`config.mk`:
```
export PLATFORM = sky130hd
export DESIGN_NAME = tff_down_timer
export DESIGN_NICKNAME = d
export VERILOG_FILES = /design/src/rtl/tff_counter_pkg.sv /design/src/rtl/tff_cell.sv /design/src/rtl/tff_down_timer.sv
export SDC_FILE = /design/constraint.sdc
export NUM_CORES = 1
export LEC_CHECK = 0
export CORE_AREA = 2 2 39 41
export CTS_CLUSTER_SIZE = 14
export DETAILED_ROUTE_END_ITERATION = 8
export DIE_AREA = 0 0 41 43
export PLACE_DENSITY = 0.57
export SLEW_MARGIN = 40
export SYNTH_ARGS = -nofsm -noshare
export SYNTH_HDL_FRONTEND = slang
export SYNTH_SLANG_ARGS = --single-unit
```
`constraint.sdc`:
```
create_clock -name clk -period 1.07 [get_ports clk]
set_input_delay 0.1605 -clock clk [delete_from_list [all_inputs] [get_ports clk]]
set_output_delay 0.1605 -clock clk [all_outputs]
set_load 0.01 [all_outputs]
```
`src/rtl/tff_counter_pkg.sv`:
```
// ---------------------------------------------------------------------------
// tff_counter_pkg
// Shared types and limits for the T-flip-flop counter/timer family.
//   timer_state_t   : down-timer FSM states (IDLE / RUN / DONE)
//   TIMER_WIDTH_MAX : largest supported counter width
// ---------------------------------------------------------------------------
package tff_counter_pkg;

    localparam int TIMER_WIDTH_MAX = 16;
    localparam int TIMER_WIDTH_MIN = 2;

    typedef enum logic [1:0] {
        IDLE = 2'd0,
        RUN  = 2'd1,
        DONE = 2'd2
    } timer_state_t;

endpackage : tff_counter_pkg

```
`src/rtl/tff_cell.sv`:
```
// ---------------------------------------------------------------------------
// tff_cell
// Single T flip-flop with a parallel-load override.
//   clk   : clock, rising edge
//   reset : asynchronous clear, active-high
//   t     : toggle enable
//   ld    : load enable (takes priority over t)
//   d     : value captured when ld is high
//   q     : flip-flop output
// ---------------------------------------------------------------------------
module tff_cell (
    input  logic clk,
    input  logic reset,
    input  logic t,
    input  logic ld,
    input  logic d,
    output logic q
);

    always_ff @(posedge clk or posedge reset) begin
        if (reset) begin
            q <= 1'b0;
        end else if (ld) begin
            q <= d;
        end else if (t) begin
            q <= ~q;
        end
    end

endmodule : tff_cell

```
`src/rtl/tff_down_timer.sv`:
```
// ---------------------------------------------------------------------------
// tff_down_timer
// Loadable synchronous down-counter/timer. Counts from a loaded value down to
// zero and pulses `done` for one cycle. All bits share `clk`; the decrement
// is built from a borrow chain of T cells, so `count` never glitches.
//
// Parameters:
//   WIDTH      : counter width, 2..16
// Ports:
//   clk        : clock, rising edge
//   reset      : asynchronous, active-high
//   load       : capture load_value into count (returns to IDLE)
//   load_value : value to load
//   start      : begin countdown from current count
//   stop       : abort countdown, count holds
//   count      : current counter value
//   busy       : high while in RUN
//   done       : one-cycle pulse when the countdown reaches zero
//
// Optional feature macro: TFF_DOWN_TIMER_AUTO_RELOAD_EN
//   When defined, a reload register captures every load and DONE reloads the
//   counter, restarting the countdown if the reload value is non-zero.
// ---------------------------------------------------------------------------
module tff_down_timer
    import tff_counter_pkg::*;
#(
    parameter int WIDTH = 3
) (
    input  logic             clk,
    input  logic             reset,
    input  logic             load,
    input  logic [WIDTH-1:0] load_value,
    input  logic             start,
    input  logic             stop,
    output logic [WIDTH-1:0] count,
    output logic             busy,
    output logic             done
);

    if (WIDTH < TIMER_WIDTH_MIN || WIDTH > TIMER_WIDTH_MAX) begin : g_bad_width
        $error("tff_down_timer: WIDTH out of range 2..16");
    end

    timer_state_t     state_reg;
    timer_state_t     state_next;

    logic             count_is_zero;
    logic             count_is_one;
    logic             run_step;
    logic             cell_ld;
    logic [WIDTH-1:0] cell_d;
    logic [WIDTH-1:0] low_zero;   // low_zero[i]: bits [i-1:0] are all zero
    logic [WIDTH-1:0] toggle;

    assign count_is_zero = (count == '0);
    assign count_is_one  = (count == WIDTH'(1));

    // Decrement only in RUN and only when nothing of higher priority is
    // asserted; the zero guard makes wrap-around impossible even if the FSM
    // were ever to sit in RUN with a zero count.
    assign run_step = (state_reg == RUN) && !load && !stop && !count_is_zero;

`ifdef TFF_DOWN_TIMER_AUTO_RELOAD_EN
    logic [WIDTH-1:0] reload_reg;

    always_ff @(posedge clk or posedge reset) begin
        if (reset) begin
            reload_reg <= '0;
        end else if (load) begin
            reload_reg <= load_value;
        end
    end
`endif

    // Parallel-load path shared by all cells.
    always_comb begin
        cell_ld = 1'b0;
        cell_d  = count;
        if (load) begin
            cell_ld = 1'b1;
            cell_d  = load_value;
        end
`ifdef TFF_DOWN_TIMER_AUTO_RELOAD_EN
        else if (state_reg == DONE && !stop) begin
            cell_ld = 1'b1;
            cell_d  = reload_reg;
        end
`endif
    end

    // Borrow chain: bit 0 always toggles on a decrement, bit i toggles when
    // every lower bit is zero (i.e. it has to lend).
    assign low_zero[0] = 1'b1;

    for (genvar gi = 1; gi < WIDTH; gi++) begin : g_borrow
        assign low_zero[gi] = low_zero[gi-1] & ~count[gi-1];
    end

    for (genvar gi = 0; gi < WIDTH; gi++) begin : g_cell
        assign toggle[gi] = run_step & low_zero[gi];

        tff_cell u_cell (
            .clk   (clk),
            .reset (reset),
            .t     (toggle[gi]),
            .ld    (cell_ld),
            .d     (cell_d[gi]),
            .q     (count[gi])
        );
    end

    // State register
    always_ff @(posedge clk or posedge reset) begin
        if (reset) begin
            state_reg <= IDLE;
        end else begin
            state_reg <= state_next;
        end
    end

    // Next-state logic; priority load > stop > start > decrement.
    always_comb begin
        state_next = state_reg;
        if (load) begin
            state_next = IDLE;
        end else begin
            unique case (state_reg)
                IDLE: begin
                    if (!stop && start) begin
                        state_next = count_is_zero ? DONE : RUN;
                    end
                end
                RUN: begin
                    if (stop) begin
                        state_next = IDLE;
                    end else if (count_is_one || count_is_zero) begin
                        state_next = DONE;
                    end
                end
                DONE: begin
`ifdef TFF_DOWN_TIMER_AUTO_RELOAD_EN
                    if (stop || reload_reg == '0) begin
                        state_next = IDLE;
                    end else begin
                        state_next = RUN;
                    end
`else
                    state_next = IDLE;
`endif
                end
                default: state_next = IDLE;
            endcase
        end
    end

    // Outputs decoded purely from registered state.
    always_comb begin
        busy = (state_reg == RUN);
        done = (state_reg == DONE);
    end

endmodule : tff_down_timer
```
==> impl_summary.log <==
INFO  metric power_total = 0.0005748 W
INFO  metric drt_iter0_drc = 2
INFO  metric area_growth_syn_to_layout = 73.97%
INFO  metric critical_path_peak_fanout = 3
INFO  metric worst-endpoint-required = 1.21 ns
INFO  metric via_count = 298
INFO  metric clock-sinks = 5
INFO  metric dieArea = 1763 um2
INFO  metric result_of_the_run = finished, violations left
INFO  metric fmaxAchievable = 828.7 MHz
INFO  metric synthArstFlopShare = 100.0%
INFO  metric end_kind = register
INFO  metric cts_buffers = 3
INFO  metric floorplan.initialDensity = 21.88%
INFO  metric grt_start_max_net_pins = 9
INFO  metric drtAntennaViolNets = 0
INFO  metric layout_setup_ws = -0.1368 ns
INFO  metric detail_route.drc_violations = 0
INFO  metric crit_chain = buf_6 -> or3_4 -> nor4_2
INFO  metric synth.avg_cell_area = 9.462 um2
INFO  metric hold_buffers = 0
INFO  metric post_route_cells_drive_above_1_share = 35.85%
INFO  metric synth.cell_area = 302.8 um2
INFO  metric postSynthNetCount = 40
INFO  metric power.density = 1091 nW/um2
INFO  metric p_switching = 0.0001434 W
INFO  metric synth-seq-area-share = 41.32%
INFO  metric gp_routability_congestion = 0.7314
INFO  metric worstMarginPinSlew = 0.2573 ns
INFO  metric setup.worst_path.start_class = register
INFO  metric layout.area.seq = 125.1 um2
INFO  metric synth_flop_cell = sky130_fd_sc_hd__dfrtp_1
INFO  metric rsz0062_at_grt = yes
INFO  metric cell_internal_pwr = 0.0004315 W
INFO  metric wirelength = 666 um
INFO  metric synth_enable_flop_cells = 0
INFO  metric power.sequential.fraction = 37.7%
INFO  metric maximum_clock_insertion_buffer_count = 2
INFO  metric initial_antenna_violation_count = 0
INFO  metric critical_path_arrival = 1.35 ns
INFO  metric hold_viol = 0
INFO  metric netlist-cell-type-count = 18
INFO  metric grt_pass1_vias = 253
INFO  metric grt_remaining_overflow = 0
INFO  metric cap_viol_max_count = 0
INFO  metric total_negative_setup_slack = -0.4209 ns
INFO  metric core_box_area = 1384 um2
INFO  metric total_instance_count_after_detailed_placement = 62
INFO  metric clock_insertion_delay_at_the_later_pin_of_the_skew_report = 0.23 ns
INFO  metric wl_per_cell = 9.652 um
INFO  metric place.detailed.hpwl = 504.9 um
INFO  metric diodes = 0
INFO  metric power.share.combinational = 26.3%
INFO  metric firstDrtPassIters = 2
INFO  metric cpMaxStageDelayCell = sky130_fd_sc_hd__dfrtp_1
INFO  metric die_y = 43 um
INFO  metric critical-path-max-stage-delay = 0.39 ns
INFO  metric timing_worst_setup_path_type = reg -> reg
INFO  metric synth_warnings = 0
INFO  metric die_w = 41 um
INFO  metric multi_input_area = 167.7 um2
INFO  metric ctsHtreeMaxLevel = 1
INFO  metric final.min_clock_period = 1.207 ns
INFO  metric skew = 0.001716 ns
INFO  metric root_buffer = sky130_fd_sc_hd__clkbuf_4
INFO  metric max-vdd-ir-drop = 811.6 uV
INFO  metric clk_pin_slew = 0.04 ns
INFO  metric setup_viol = 5
INFO  metric place.port_buffers = 12
INFO  metric worst_hold_path_type = in -> async
INFO  metric grt_usage = 9.293%
INFO  metric cts_tree = yes
INFO  metric postSynthCellCount = 32
INFO  metric viasPerCell = 4.319
INFO  metric postSynthRegisterBits = 5
INFO  metric filler_cell_count = 151
INFO  metric pre_cts_slack = -0.3336 ns
INFO  metric final_min_period_over_clock_period = 112.8%
INFO  metric netSwitchingFraction = 24.94%
INFO  metric rows = 14
INFO  metric largest_register_ffs = 3
INFO  metric grt_pass1_wl = 1.055 mm
INFO  metric failing_checks = setup timing
INFO  metric num_io_pins = 13
INFO  metric clock_power_share = 36.0%
INFO  metric final_cells = 69
INFO  metric slew_viol_final = 0
INFO  metric layout.nets = 62
INFO  metric static-leakage-power = 0.2357 nW
INFO  metric timing.slew.headroom = 82.78%
[cell families (layout without fill, tap and decap cells)]
kind of cell           after synthesis  count (layout)  share of synthesized area, %
AO/OA/AOI/OAI                        7               7                         16.53
AND/OR/NAND/NOR                     13              13                         29.75
buffers and inverters                7              28                         12.39
flip-flops                           5               5                         41.32
[cell usage after synthesis (all sizes together), types with 2 or more instances]
cell type / number / area share (%)
buf: 3 / 7.4
inv: 4 / 5.0
nor2: 3 / 3.7
a21oi: 2 / 3.3
nand2: 2 / 2.5
o311ai: 2 / 5.8
dfrtp: 5 / 41
[final timing paths]
path | cells past startpoint | from | endpoint | slack (ns)
min | 2 | reset | g_cell[0].u_cell.q | 0.13
min in group clk | 2 | load_value[2] | g_cell[2].u_cell.q | 0.53
max reg2reg | 3 | state_reg[1] | state_reg[1] | -0.14
max in group asynchronous | 2 | reset | g_cell[2].u_cell.q | 0.77
min reg2reg | 2 | g_cell[2].u_cell.q | state_reg[1] | 0.55
max | 3 | state_reg[1] | state_reg[1] | -0.14
[power by group through the flow]
stage	clock (W)	combinational (W)	sequential [W]
global placement	0	0.000142	0.000219
finish	0.000207	0.000151	0.000217
detailed placement	0	0.000141	0.000219
global route	0.000242	0.000164	0.000218
CTS	0.000220	0.000141	0.000217
floorplan	0	0.0000622	0.000222
[layout by cell type (no fill, tap or decap), drive strengths merged]
cell type	Yosys	layout
nor2	3	3
nor3	1	1
nor4b	1	1
o311ai	2	2
buf	3	11
clkdlybuf4s15	0	2
inv	4	4
clkdlybuf4s50	0	7
a21oi	2	2
clkbuf	0	4
nand2	2	2
nor2b	1	1
o211ai	1	1
nor4	1	1
or3	1	1
a21o	1	1
nand3b	1	1
nand2b	1	1
a211oi	1	1
dfrtp	5	5
nor3b	1	1
[stage by stage]
step	util (%)	hold slack, ns	cell area [um2]
CTS	35.71	0.1251	494.2
detailed placement	33.09	0.3825	457.9
finish	38.07	0.1275	526.8
global route	38.07	0.1361	526.8
global placement	33.09	0.3811	457.9
floorplan	-	-0.06098	302.8
[worst max-delay path, delay by kind of cell (launching register included)]
| kind | cells | cell delay, ns |
|---|---|---|
| buffers and inverters | 1 | 0.13 |
| DFF | 1 | 0.39 |
| and+or+nand+nor | 2 | 0.59 |
[what timing repair did]
| item | 4_1_cts | 5_1_grt |
|---|---|---|
| pin swaps | 4 | 3 |
| resized for setup | 17 | 7 |
| endpoints found under the setup margin | 9 | 9 |
| buffers inserted | 1 | 2 |
[layout make-up]
cell class                 instances  area share (%)
multi-input combinational         20           31.83
sequential                         5           23.75
clock buffer                       4           4.988
inverter                           4           2.850
tap                               16           3.800
timing repair buffer              20           32.78
[per-layer routing]
layer	wire length (um)	part of all wire, %	vias up	GRT usage (%)
li1	-	-	153	-
met1	304	46	135	11.48
met2	310	47	10	12.19
met3	51	7.7	0	7.853
met4	0	0	0	2.000
met5	0	0	-	0
No activity file was read; power rests on OpenSTA's default activity.
